`src/rtl/draw_sched_pkg.sv`:
```
// Shared types for the drawing scheduler: FSM states, the clear channel
// index and a saturating binary-to-BCD helper for the HEX displays.
package draw_sched_pkg;

   typedef enum logic [2:0] {
      S_IDLE,
      S_CLEAR,
      S_SCAN,
      S_DRAW,
      S_WAIT,
      S_OVER
   } state_t;

   localparam int CLEAR_ID = 0;

   // Two BCD digits; anything from 99 up shows as 99.
   function automatic logic [7:0] bcd_sat(input int unsigned v);
      if (v >= 99) return 8'h99;
      return {4'(v / 10), 4'(v % 10)};
   endfunction

endpackage

```
`src/rtl/shape_pick.sv`:
```
// Masked lowest-index priority encoder over the shape channels.
// Ports: active (per-channel flags), ptr (first index allowed),
//        found (some k >= ptr is active), id (lowest such k).
module shape_pick #(
   parameter int N    = 16,
   parameter int ID_W = 4
) (
   input  logic [N-1:0]    active,
   input  logic [ID_W:0]   ptr,
   output logic            found,
   output logic [ID_W-1:0] id
);

   // Channel 0 is the clear shape and never competes here.
   always_comb begin
      found = 1'b0;
      id    = '0;
      for (int k = N - 1; k >= 1; k--) begin
         if (active[k] && k >= int'(ptr)) begin
            found = 1'b1;
            id    = ID_W'(k);
         end
      end
   end

endmodule

```
`src/rtl/draw_scheduler.sv`:
```
// Frame drawing scheduler: clears, grants the pixel bus to each active shape
// in index order, handles start/death/restart and keeps BCD attempts/score.
// Ports: clock/resetn, game inputs (start_switch, god_mode, spike_hit,
//        frame_tick), per-channel shape_active/shape_gone/draw_done, packed
//        colour/x/y buses; outputs draw_start grant, shape_reset, VGA pixel,
//        cur_id, update_screen, frame_overrun, attempts_bcd, score_bcd.
module draw_scheduler
   import draw_sched_pkg::*;
#(
   parameter int NUM_SHAPES = 16,
   parameter int COORD_W    = 11,
   parameter int COLOUR_W   = 3,
   parameter int ID_W       = $clog2(NUM_SHAPES)
) (
   input  logic                           clock,
   input  logic                           resetn,
   input  logic                           start_switch,
   input  logic                           god_mode,
   input  logic                           spike_hit,
   input  logic                           frame_tick,
   input  logic [NUM_SHAPES-1:0]          shape_active,
   input  logic [NUM_SHAPES-1:0]          shape_gone,
   input  logic [NUM_SHAPES-1:0]          draw_done,
   input  logic [NUM_SHAPES*COLOUR_W-1:0] colour_bus,
   input  logic [NUM_SHAPES*COORD_W-1:0]  x_bus,
   input  logic [NUM_SHAPES*COORD_W-1:0]  y_bus,
   output logic [NUM_SHAPES-1:0]          draw_start,
   output logic                           shape_reset,
   output logic                           vga_enable,
   output logic [COLOUR_W-1:0]            vga_colour,
   output logic [COORD_W-1:0]             vga_x,
   output logic [COORD_W-1:0]             vga_y,
   output logic [ID_W-1:0]                cur_id,
   output logic                           update_screen,
   output logic                           frame_overrun,
   output logic [7:0]                     attempts_bcd,
   output logic [7:0]                     score_bcd
);

   localparam int CNT_W = $clog2(NUM_SHAPES + 1);
   localparam logic [NUM_SHAPES-1:0] ONE = NUM_SHAPES'(1);

   state_t           state;
   logic [ID_W:0]    ptr;
   logic             pending;
   logic [6:0]       att_cnt;
   logic [CNT_W-1:0] gone_cnt;
   logic             pick_found;
   logic [ID_W-1:0]  pick_id;
   logic             in_play;
   logic             abort;
   logic             tick_late;

   shape_pick #(
      .N    (NUM_SHAPES),
      .ID_W (ID_W)
   ) u_pick (
      .active (shape_active),
      .ptr    (ptr),
      .found  (pick_found),
      .id     (pick_id)
   );

   assign in_play = state inside {S_CLEAR, S_SCAN, S_DRAW, S_WAIT};
   assign abort   = (spike_hit & ~god_mode) | ~start_switch;

   // A tick that lands before the pass reaches WAIT is remembered, unless
   // the same cycle kills the player.
   assign tick_late = frame_tick & ~abort &
                      (state inside {S_CLEAR, S_SCAN, S_DRAW});

   always_ff @(posedge clock or negedge resetn) begin
      if (!resetn) begin
         state         <= S_IDLE;
         draw_start    <= '0;
         cur_id        <= '0;
         vga_enable    <= 1'b0;
         shape_reset   <= 1'b1;
         update_screen <= 1'b0;
         frame_overrun <= 1'b0;
         pending       <= 1'b0;
         ptr           <= '0;
         att_cnt       <= '0;
         gone_cnt      <= '0;
      end else begin
         update_screen <= 1'b0;
         gone_cnt      <= CNT_W'($countones(shape_gone));
         if (tick_late) begin
            pending       <= 1'b1;
            frame_overrun <= 1'b1;
         end
         if (in_play && abort) begin
            draw_start <= '0;
            cur_id     <= ID_W'(CLEAR_ID);
            state      <= S_OVER;
            if (att_cnt != 7'd99) att_cnt <= att_cnt + 7'd1;
         end else begin
            case (state)
               S_IDLE: begin
                  if (start_switch) begin
                     state       <= S_CLEAR;
                     shape_reset <= 1'b0;
                     vga_enable  <= 1'b1;
                     draw_start  <= ONE << CLEAR_ID;
                     cur_id      <= ID_W'(CLEAR_ID);
                  end
               end
               S_CLEAR: begin
                  if (draw_done[CLEAR_ID]) begin
                     draw_start <= '0;
                     ptr        <= (ID_W+1)'(1);
                     state      <= S_SCAN;
                  end
               end
               S_SCAN: begin
                  if (pick_found) begin
                     cur_id     <= pick_id;
                     draw_start <= ONE << pick_id;
                     state      <= S_DRAW;
                  end else begin
                     state <= S_WAIT;
                  end
               end
               S_DRAW: begin
                  if (draw_done[cur_id]) begin
                     draw_start <= '0;
                     ptr        <= {1'b0, cur_id} + (ID_W+1)'(1);
                     state      <= S_SCAN;
                  end
               end
               S_WAIT: begin
                  if (frame_tick || pending) begin
                     update_screen <= 1'b1;
                     pending       <= 1'b0;
                     draw_start    <= ONE << CLEAR_ID;
                     cur_id        <= ID_W'(CLEAR_ID);
                     state         <= S_CLEAR;
                  end
               end
               S_OVER: begin
                  // First cycle drops the grant, then a full clear runs.
                  if (!draw_start[CLEAR_ID]) begin
                     draw_start <= ONE << CLEAR_ID;
                  end else if (draw_done[CLEAR_ID]) begin
                     draw_start  <= '0;
                     vga_enable  <= 1'b0;
                     shape_reset <= 1'b1;
                     pending     <= 1'b0;
                     state       <= S_IDLE;
                  end
               end
               default: state <= S_IDLE;
            endcase
         end
      end
   end

   assign vga_colour   = colour_bus[int'(cur_id)*COLOUR_W +: COLOUR_W];
   assign vga_x        = x_bus[int'(cur_id)*COORD_W +: COORD_W];
   assign vga_y        = y_bus[int'(cur_id)*COORD_W +: COORD_W];
   assign attempts_bcd = bcd_sat(32'(att_cnt));
   assign score_bcd    = bcd_sat(32'(gone_cnt));

endmodule
```
`config.mk`:
```
export PLATFORM = sky130hd
export DESIGN_NAME = draw_scheduler
export DESIGN_NICKNAME = d
export VERILOG_FILES = /design/src/rtl/draw_sched_pkg.sv /design/src/rtl/shape_pick.sv /design/src/rtl/draw_scheduler.sv
export SDC_FILE = /design/constraint.sdc
export NUM_CORES = 1
export LEC_CHECK = 0
export ABC_AREA = 1
export ABC_CLOCK_PERIOD_IN_PS = 5800
export CORE_AREA = 2 2 202 204
export DETAILED_ROUTE_END_ITERATION = 8
export DIE_AREA = 0 0 204 206
export DONT_BUFFER_PORTS = 1
export PLACE_DENSITY = 0.38
export RECOVER_POWER = 25
export REMOVE_ABC_BUFFERS = 1
export SLEW_MARGIN = 10
export SYNTH_ARGS = -nofsm -noshare
export SYNTH_HDL_FRONTEND = slang
export SYNTH_SLANG_ARGS = --single-unit
```
`constraint.sdc`:
```
create_clock -name clock -period 5.8 [get_ports clock]
set_input_delay 0.29 -clock clock [delete_from_list [all_inputs] [get_ports clock]]
set_output_delay 0.29 -clock clock [all_outputs]
set_load 0.05 [all_outputs]
```
==> flow_summary.yaml, run 1 <==
synth:
  synth_warnings: 0
  syn_avg_cell_area_um2: 5.84
  synthSimpleGateAreaFrac_pct: 35.3
  synth_mux_area_share_pct: 0
  synth_seq_cells: 45
  netlist.top_cell.by_area: "dfrtp_1"
  yosys.area_share.adder_pct: 6.15
  netlist_instances: 1183
  ys_types: 51
  yosysSeqAreaShare_pct: 16.3
  synth_xor_area_share_pct: 1.65
  async_reset_ff_share_pct: 100
  synth_flop_cell: "dfrtp_1"
  synth_compound_area_share_pct: 29.9
  synth-edff-count: 0
  syn_area_mm2: 0.00691
  synth_top_family_by_area: "simple AND/OR/NAND/NOR gates"
  synth_top_area_share_pct: 15.9
  synth_area_leaders: "dfrtp_1 16%, nand2_1 14%, o21ai_0 11%, nor2_1 8.1%, nand3_1 5.3%"
detailed_routing:
  firstDrtPassIters: 7
  drcViolationCount: 0
  initialDrtViolationCount: 702
  wire_per_inst_um: 24.7
  drt_wl_total_um: 41300
  vias_per_cell: 5.13
  drtAntennaViolNets: 0
  vias: 8587
finish:
  final_cells: 1673
  drive_gt1_share_pct: 6.81
  area_growth_pct: 10.6
  final_area_mm2: 0.00764
  nets: 1611
  fillCellCount: 4718
  post-route-util_pct: 19.0
sta:
  period_minus_slack_ns: 4.00
  fin_skew_ns: 0.00763
  finalHoldViolCount: 0
  rsz0062_at_grt: "false"
  fmax_mhz: 250
  slew_viol_final: 46
  relSlewSlack_pct: -67.6
  setup-violations-final: 0
  worst_slew_pin_slew_ns: 2.51
  timing.final.crit_share_pct: 68.9
placement:
  place_congestion: 0.966
  dp.cells: 1652
  io_buffers: 0
  post-dp-hpwl_um: 33700
  dpl_cell_area_mm2: 0.00741
critical_path:
  worstPathMaxFanout: 69
  ff2ff_path_depth: 13
  required_ns: 5.51
  cp-endpoint: "vga_y[2]"
  regToRegSetupSlack_ns: 2.26
  startpoint_type: "register"
  timing.rr.end: "draw_start[8]"
  crit_start: "cur_id[0]"
  r2r_start: "cur_id[0]"
  critPathKind: "reg2out"
  end_kind: "output pin"
  arrival_ns: 3.71
die:
  ios: 519
  chipHeight_um: 206
  initial_utilization_pct: 17.2
  core-area_mm2: 0.0402
  die_area_mm2: 0.0420
  die_w_um: 204
  rows: 74
clock_tree:
  clk_latency_ns: 0.29
  htreeDepth: 2
  cts-buffers-inserted: 5
  clockBufferDepth: 2
  postCtsSetupBuffers: 0
  path_clk_slew_ns: 0.07
  clock_sinks: 45
  cts_tree: "built"
  ctsRootBufferMaster: "clkbuf_16"
global_routing:
  globalRouteOverflowTotal: 0
  grt_pass1_wl_um: 54700
  grt_usage_pct: 18.1
  grt_max_degree: 70
  grt_pass1_vias: 7884
  antenna_found_initial: 25
power:
  ir_drop_mv: 0.390
  power_density_mw_per_mm2: 415
  p_total_uw: 3170
  leakagePower_uw: 0.00333
status:
  violations: "capacitance limit, slew limit"
  outcome: "complete, but fails checks"
run:
  cap_violations: 1
hold_path:
  hold_path.class: "in2reg"
## metal layers
| layer | track usage, % | share of wire [%] | vias to the layer above |
|---|---|---|---|
| met3 | 6.62 | 11 | 82 |
| met2 | 32.5 | 50 | 446 |
| met5 | 1.90 | 0.22 | - |
| li1 | - | - | 3961 |
| met4 | 6.60 | 2.9 | 14 |
| met1 | 19.4 | 36 | 4084 |
## synth_stat cells, types with 2 or more instances
| cell type | number |
|---|---|
| or2_2 | 2 |
| clkbuf_1 | 71 |
| nor2_4 | 3 |
| o22ai_1 | 50 |
| xnor2_1 | 4 |
| a221oi_1 | 30 |
| o21ai_0 | 153 |
| inv_1 | 97 |
| nand2_4 | 5 |
| nand2_2 | 13 |
| inv_2 | 5 |
| nor2_1 | 149 |
| buf_4 | 3 |
| o21ai_1 | 3 |
| o21a_1 | 3 |
| a21oi_1 | 72 |
| xor2_1 | 9 |
| nor3_1 | 7 |
| nand3b_1 | 3 |
| dfrtp_1 | 44 |
| a31oi_1 | 3 |
| buf_2 | 6 |
| nand4_1 | 28 |
| o221ai_1 | 19 |
| buf_1 | 4 |
| nand3_2 | 6 |
| nand2_1 | 261 |
| o211ai_1 | 8 |
| o31ai_1 | 2 |
| nand3_1 | 73 |
| ha_1 | 18 |
| fa_1 | 10 |
## report_power, final
group / switching [uW] / leakage (uW) / total (uW) / internal, uW
combinational: 1670 / 0.00266 / 2250 / 579
clock: 130 / 0.0000939 / 376 / 246
sequential: 157 / 0.000572 / 545 / 388
total: 1960 / 0.00333 / 3170 / 1210
## stage by stage
step | setup TNS [ns] | hold slack, ns | worst slack [ns]
floorplan | -171.36 | -0.00559 | -3.59
global placement | 0 | -0.00208 | 1.85
detailed placement | 0 | -0.00196 | 1.80
CTS | 0 | 0.131 | 1.49
global route | 0 | 0.124 | 1.49
finish | 0 | 0.134 | 1.80
## timing repair
| item | 4_1_cts | 5_1_grt |
|---|---|---|
| hold endpoints to repair | 45 | 0 |
| hold buffers | 2 | 0 |
| resized for setup | 0 | 0 |
## worst min-delay path by stage
stage,to,from,slack [ns],cells after the start
3_3_place_gp,att_cnt[3],resetn,-0.002,0
2_1_floorplan,att_cnt[0],resetn,-0.006,0
4_1_cts,gone_cnt[0],shape_gone[2],0.13,1
5_1_grt,gone_cnt[0],shape_gone[2],0.12,1
6_report,gone_cnt[0],shape_gone[2],0.13,1
3_5_place_dp,draw_start[7],resetn,-0.002,0
## flip-flops by register name, summed over array words and instances (netlist names)
name	cells
state	3
shape_reset	1
gone_cnt	5
att_cnt	7
frame_overrun	1
ptr	5
update_screen	1
cur_id	4
vga_enable	1
draw_start	16
pending	1
## layout by cell type, fill, tap and decap left out, types with 11 or more instances in the layout
| cell | netlist | layout |
|---|---|---|
| dfrtp_1 | 44 | 40 |
| o22ai_1 | 50 | 50 |
| o221ai_1 | 19 | 19 |
| ha_1 | 18 | 18 |
| o21ai_0 | 153 | 152 |
| nand2_1 | 261 | 260 |
| a21oi_1 | 72 | 72 |
| nand2_2 | 13 | 14 |
| diode_2 | 0 | 11 |
| nor2_1 | 149 | 148 |
| nand3_1 | 73 | 73 |
| buf_4 | 3 | 21 |
| inv_1 | 97 | 95 |
| nand4_1 | 28 | 28 |
| a221oi_1 | 30 | 30 |
## layout make-up
type	instances	area (um^2)	share of cell area, %
Antenna cell	11	27.5	0.360
Clock buffer	5	125	1.64
Clock inverter	3	65.1	0.851
Inverter	104	398	5.21
Multi-Input combinational cell	950	5060	66.1
Sequential cell	45	1130	14.8
Tap cell	532	666	8.71
Timing Repair Buffer	23	171	2.24
## critical path: stages, from the launching register on
cell and delay (ns):
dfrtp_4 0.88, buf_4 0.68, a21oi_1 0.14, a221oi_1 0.71, o21ai_0 0.46, nand2_1 0.51
## cell families (layout without fill, tap and decap cells)
logic type                 count (synthesis)  after routing
other                                      1             13
buffers and inverters                    189            135
adders and majority gates                 28             28
and+or+nand+nor                          556            556
AOI/OAI and AO/OA                        351            351
xor gates and xnor gates                  13             13
DFF                                       45             45
No activity file was read; power rests on OpenSTA's default activity.
==> run 2: changes to the inputs <==
--- a/config.mk
+++ b/config.mk
@@ -6,7 +6,7 @@
 export NUM_CORES = 1
 export LEC_CHECK = 0
 export ABC_AREA = 1
-export ABC_CLOCK_PERIOD_IN_PS = 5800
+export ABC_CLOCK_PERIOD_IN_PS = 3700
 export CORE_AREA = 2 2 202 204
 export DETAILED_ROUTE_END_ITERATION = 8
 export DIE_AREA = 0 0 204 206
==> constraint.sdc (replaced) <==
create_clock -name clock -period 3.7 [get_ports clock]
set_input_delay 0.185 -clock clock [delete_from_list [all_inputs] [get_ports clock]]
set_output_delay 0.185 -clock clock [all_outputs]
set_load 0.05 [all_outputs]
==> flow_summary.yaml, run 2 (synthesized netlist as in run 1, its figures left out) <==
sta:
  timing.final.crit_share_pct: 90.5
  finalHoldViolCount: 0
  setup-violations-final: 0
  fmax_mhz: 299
  hold_ws_ns: 0.0228
  slew_viol_final: 0
  layout_setup_ws_ns: 0.351
  period_minus_slack_ns: 3.35
  rsz0062_at_grt: "false"
  fin_skew_ns: 0.00879
  relSlewSlack_pct: 39.2
  worst_slew_pin_slew_ns: 0.911
power:
  leakagePower_uw: 0.00350
  ir_drop_mv: 0.684
  p_total_uw: 5070
  power_density_mw_per_mm2: 638
clock_tree:
  ctsRootBufferMaster: "clkbuf_16"
  clock_sinks: 45
  cts-buffers-inserted: 5
  path_clk_slew_ns: 0.07
  clockBufferDepth: 2
  cts_tree: "built"
  clk_latency_ns: 0.30
  htreeDepth: 2
global_routing:
  globalRouteOverflowTotal: 0
  grt_usage_pct: 18.7
  antenna_found_initial: 22
  grt_pass1_vias: 8169
  grt_max_degree: 114
  grt_pass1_wl_um: 56900
run:
  cap_violations: 0
critical_path:
  path_common_cell: "nand2_1"
  worstPathMaxFanout: 19
  path_cells: "nand2_2, inv_1, nand2_1, a21oi_1, a211oi_1, o21ai_1, nand2_1, inv_2, nand3_1, nand2_1, inv_1, nand4_1, a31oi_1, buf_4, o22ai_1"
  regToRegSetupSlack_ns: 0.35
  critPathMaxStageDelay_ns: 0.62
  slowest_stage: "dfrtp_2"
  critPathKind: "reg2reg"
  arrival_ns: 3.52
  end_kind: "register"
  required_ns: 3.87
  startpoint_type: "register"
hold_path:
  hold_path.class: "in2reg"
placement:
  io_buffers: 0
  post-dp-hpwl_um: 34200
  place_ws_ns: 0.262
  dp.cells: 1681
  place_congestion: 0.871
finish:
  nets: 1640
  area_growth_pct: 15.1
  drive_gt1_share_pct: 9.40
  largest_reg_flops: 16
  final_cells: 1696
  final_cell_mix: "260 x nand2_1, 152 x o21ai_0, 148 x nor2_1"
  final_common_cell: "nand2_1"
  largestRegisters: "draw_start: 16 flops, att_cnt: 7 flops"
  post-route-util_pct: 19.8
  top_register: "draw_start"
die:
  die_w_um: 204
  core-area_mm2: 0.0402
  rows: 74
  ios: 519
  die_area_mm2: 0.0420
  initial_utilization_pct: 17.2
  chipHeight_um: 206
detailed_routing:
  initialDrtViolationCount: 667
  vias_per_cell: 5.12
  firstDrtPassIters: 5
  vias: 8691
  drt_wl_total_um: 42200
  drcViolationCount: 0
  wire_per_inst_um: 24.9
  drtAntennaViolNets: 0
status:
  outcome: "finished, final reports clean"
## run 2: layer usage
metal  part of all wire (%)  routed length [um]  up-vias  global-route usage (%)
li1                       -                   -     4018                       -
met1                     38               16000     4158                    21.7
met2                     51               21600      427                    34.6
met3                    8.5                3590       74                    4.59
met4                    2.2                 946       14                    4.35
met5                   0.21                  87        -                       0
## run 2: stage by stage
| stage | instance area, um^2 | setup TNS, ns |
|---|---|---|
| after global routing | 7950 | 0 |
| final | 7950 | 0 |
| after CTS | 7940 | 0 |
| after detailed placement | 7750 | 0 |
| after global placement | 7750 | 0 |
| after floorplan | 6570 | -273.74 |
## run 2: area by class of cell
class	count	area (um^2)
Timing Repair Buffer	52	538
Multi-Input combinational cell	950	5060
Sequential cell	45	1140
Antenna cell	5	12.5
Clock buffer	5	125
Fill cell	4744	32200
Clock inverter	3	21.3
Tap cell	532	666
Inverter	104	398
## run 2: timing repair
action	in CTS	in global routing
hold buffers	2	0
setup endpoints to repair	0	4
gates resized for setup	0	2
hold endpoints to repair	45	0
setup buffers	0	0
## run 2: path summary, 6_finish.rpt
check | startpoint | to | depth (start not counted)
worst max-delay path | cur_id[2] | draw_start[14] | 15
worst min-delay path | shape_gone[2] | gone_cnt[0] | 1
worst max register to register | cur_id[2] | draw_start[14] | 15
worst min register to register | pending | update_screen | 2
max in group asynchronous | resetn | shape_reset | 2
min in group asynchronous | resetn | att_cnt[5] | 2
## run 2: worst max-delay path, delay by kind of cell, from the launching register on
kind	cells	cell delay [ns]
AND/OR/NAND/NOR	6	0.96
flip-flops	1	0.62
AO/OA/AOI/OAI	5	1.03
buffers and inverters	4	0.58
## run 2: power by group
group / switching (uW) / internal, uW / leakage [uW]
logic: 2650 / 1110 / 0.00286
clock network: 213 / 252 / 0.0000702
registers: 244 / 611 / 0.000570
total: 3100 / 1970 / 0.00350
==> run 3: changes to the inputs <==
--- a/config.mk
+++ b/config.mk
@@ -6,7 +6,7 @@
 export NUM_CORES = 1
 export LEC_CHECK = 0
 export ABC_AREA = 1
-export ABC_CLOCK_PERIOD_IN_PS = 3700
+export ABC_CLOCK_PERIOD_IN_PS = 4000
 export CORE_AREA = 2 2 202 204
 export DETAILED_ROUTE_END_ITERATION = 8
 export DIE_AREA = 0 0 204 206
==> constraint.sdc (replaced) <==
create_clock -name clock -period 4 [get_ports clock]
set_input_delay 0.2 -clock clock [delete_from_list [all_inputs] [get_ports clock]]
set_output_delay 0.2 -clock clock [all_outputs]
set_load 0.05 [all_outputs]
==> flow_summary.yaml, run 3 (synthesized netlist as in run 1, its figures left out) <==
sta:
  period_minus_slack_ns: 3.43
  tns_ns: 0
  slew_viol_final: 46
  setup-violations-final: 0
  relSlewSlack_pct: -74.0
  hold_ws_ns: 0.0347
  finalHoldViolCount: 0
  fin_skew_ns: 0.00806
  worst_slew_pin_slew_ns: 2.61
  rsz0062_at_grt: "false"
  timing.final.crit_share_pct: 85.8
  fmax_mhz: 291
finish:
  top_register: "draw_start"
  fillCellCount: 4709
  largest_reg_flops: 16
  final_cell_mix: "260 x nand2_1, 152 x o21ai_0, 148 x nor2_1"
  largestRegisters: "draw_start: 16 flops, att_cnt: 7 flops"
  final_cells: 1681
  post-route-util_pct: 19.3
  nets: 1625
  final_area_mm2: 0.00777
  drive_gt1_share_pct: 7.95
  area_growth_pct: 12.5
  final_common_cell: "nand2_1"
global_routing:
  globalRouteOverflowTotal: 0
  grt_max_degree: 127
  grt_pass1_wl_um: 56100
  grt_usage_pct: 18.6
  antenna_found_initial: 26
  grt_pass1_vias: 8012
status:
  violations: "capacitance limit, slew limit"
  outcome: "complete, but fails checks"
run:
  cap_violations: 1
die:
  die_w_um: 204
  core-area_mm2: 0.0402
  initial_utilization_pct: 17.2
  rows: 74
  ios: 519
  chipHeight_um: 206
  die_area_mm2: 0.0420
power:
  ir_drop_mv: 0.622
  power_density_mw_per_mm2: 609
  leakagePower_uw: 0.00341
clock_tree:
  clockBufferDepth: 2
  cts_resized: 0
  postCtsSetupBuffers: 0
  clk_latency_ns: 0.30
  htreeDepth: 2
  cts-buffers-inserted: 5
  path_clk_slew_ns: 0.07
  ctsRootBufferMaster: "clkbuf_16"
  cts_tree: "built"
  clock_sinks: 45
placement:
  post-dp-hpwl_um: 34100
  dpl_cell_area_mm2: 0.00755
  place_congestion: 0.856
  io_buffers: 0
  dp.cells: 1666
critical_path:
  startpoint_type: "register"
  arrival_ns: 3.23
  slowest_stage: "dfrtp_1"
  critPathMaxStageDelay_ns: 0.49
  path_cells: "inv_1, ha_1, inv_1, ha_1, inv_1, nand2_1, nand3_2, nor2_4, nand3b_1, nand2_2, nor2_4, nand3_4, nand3_1, nand3_1, nor2_1, nand4_2, nand2_1, nand2_1, nor2_1, buf_4"
  worstPathMaxFanout: 6
  required_ns: 3.80
  critPathKind: "reg2out"
  end_kind: "output pin"
hold_path:
  hold_path.class: "in2reg"
detailed_routing:
  drt_wl_total_um: 41900
  vias_per_cell: 5.12
  initialDrtViolationCount: 671
  drtAntennaViolNets: 0
  wire_per_inst_um: 24.9
  vias: 8614
  drcViolationCount: 0
  firstDrtPassIters: 5
==> run 3: cell count changes in the layout (fill, tap and decap cells not counted), sizes merged <==
| cell | before | now |
|---|---|---|
| buf | 51 | 35 |
| clkinvlp | 1 | 0 |
| clkbuf | 5 | 6 |
| bufinv | 0 | 2 |
| clkinv | 2 | 1 |
==> run 3: area by class of cell <==
class                      instances  area (um^2)  area share [%]
tap                              532          666            8.56
timing repair buffer              37          314            4.04
antenna                            5         12.5           0.161
sequential                        45         1130            14.6
inverter                         104          398            5.12
multi-input combinational        950         5060            65.0
clock inverter                     3         68.8           0.885
clock buffer                       5          125            1.61
==> run 3: through the flow <==
step,total power [uW],setup WS (ns)
3_3_place_gp,4200,0.512
3_5_place_dp,4200,0.468
2_1_floorplan,3490,-5.39
4_1_cts,4790,0.438
6_report,4740,0.568
5_1_grt,5140,0.207
==> run 3: worst paths after layout <==
kind	startpoint	endpoint	slack (ns)	depth (start not counted)
worst max-delay path	att_cnt[4]	attempts_bcd[2]	0.57	20
worst min-delay path	shape_gone[2]	gone_cnt[0]	0.03	1
worst max register to register	cur_id[2]	draw_start[10]	0.64	15
worst min register to register	pending	update_screen	0.57	2
max in group asynchronous	resetn	cur_id[0]	0.87	2
min in group asynchronous	resetn	att_cnt[6]	1.29	2
==> run 3: power by group <==
group	internal, uW	switching, uW	leakage [uW]
combinational	960	2430	0.00274
sequential	563	222	0.000572
clock	361	197	0.0000944
==> run 3: layer usage <==
| metal | global-route usage [%] | routed length, um | up-vias |
|---|---|---|---|
| met5 | 0 | 126 | - |
| met4 | 5.41 | 1210 | 18 |
| met3 | 4.65 | 3390 | 84 |
| met2 | 33.8 | 21300 | 451 |
| met1 | 21.4 | 16000 | 4067 |
| li1 | - | - | 3994 |
==> run 3: what timing repair did <==
action,in CTS,in global routing
endpoints found under the hold margin,45,0
setup endpoints to repair,0,0
hold buffers,2,0
==> run 3: critical path: cells and delay by family (launching register included) <==
kind                       cells  cell delay, ns
and+or+nand+nor               14            1.63
DFF                            1            0.49
buffers and inverters          4            0.47
adders and majority gates      2            0.36
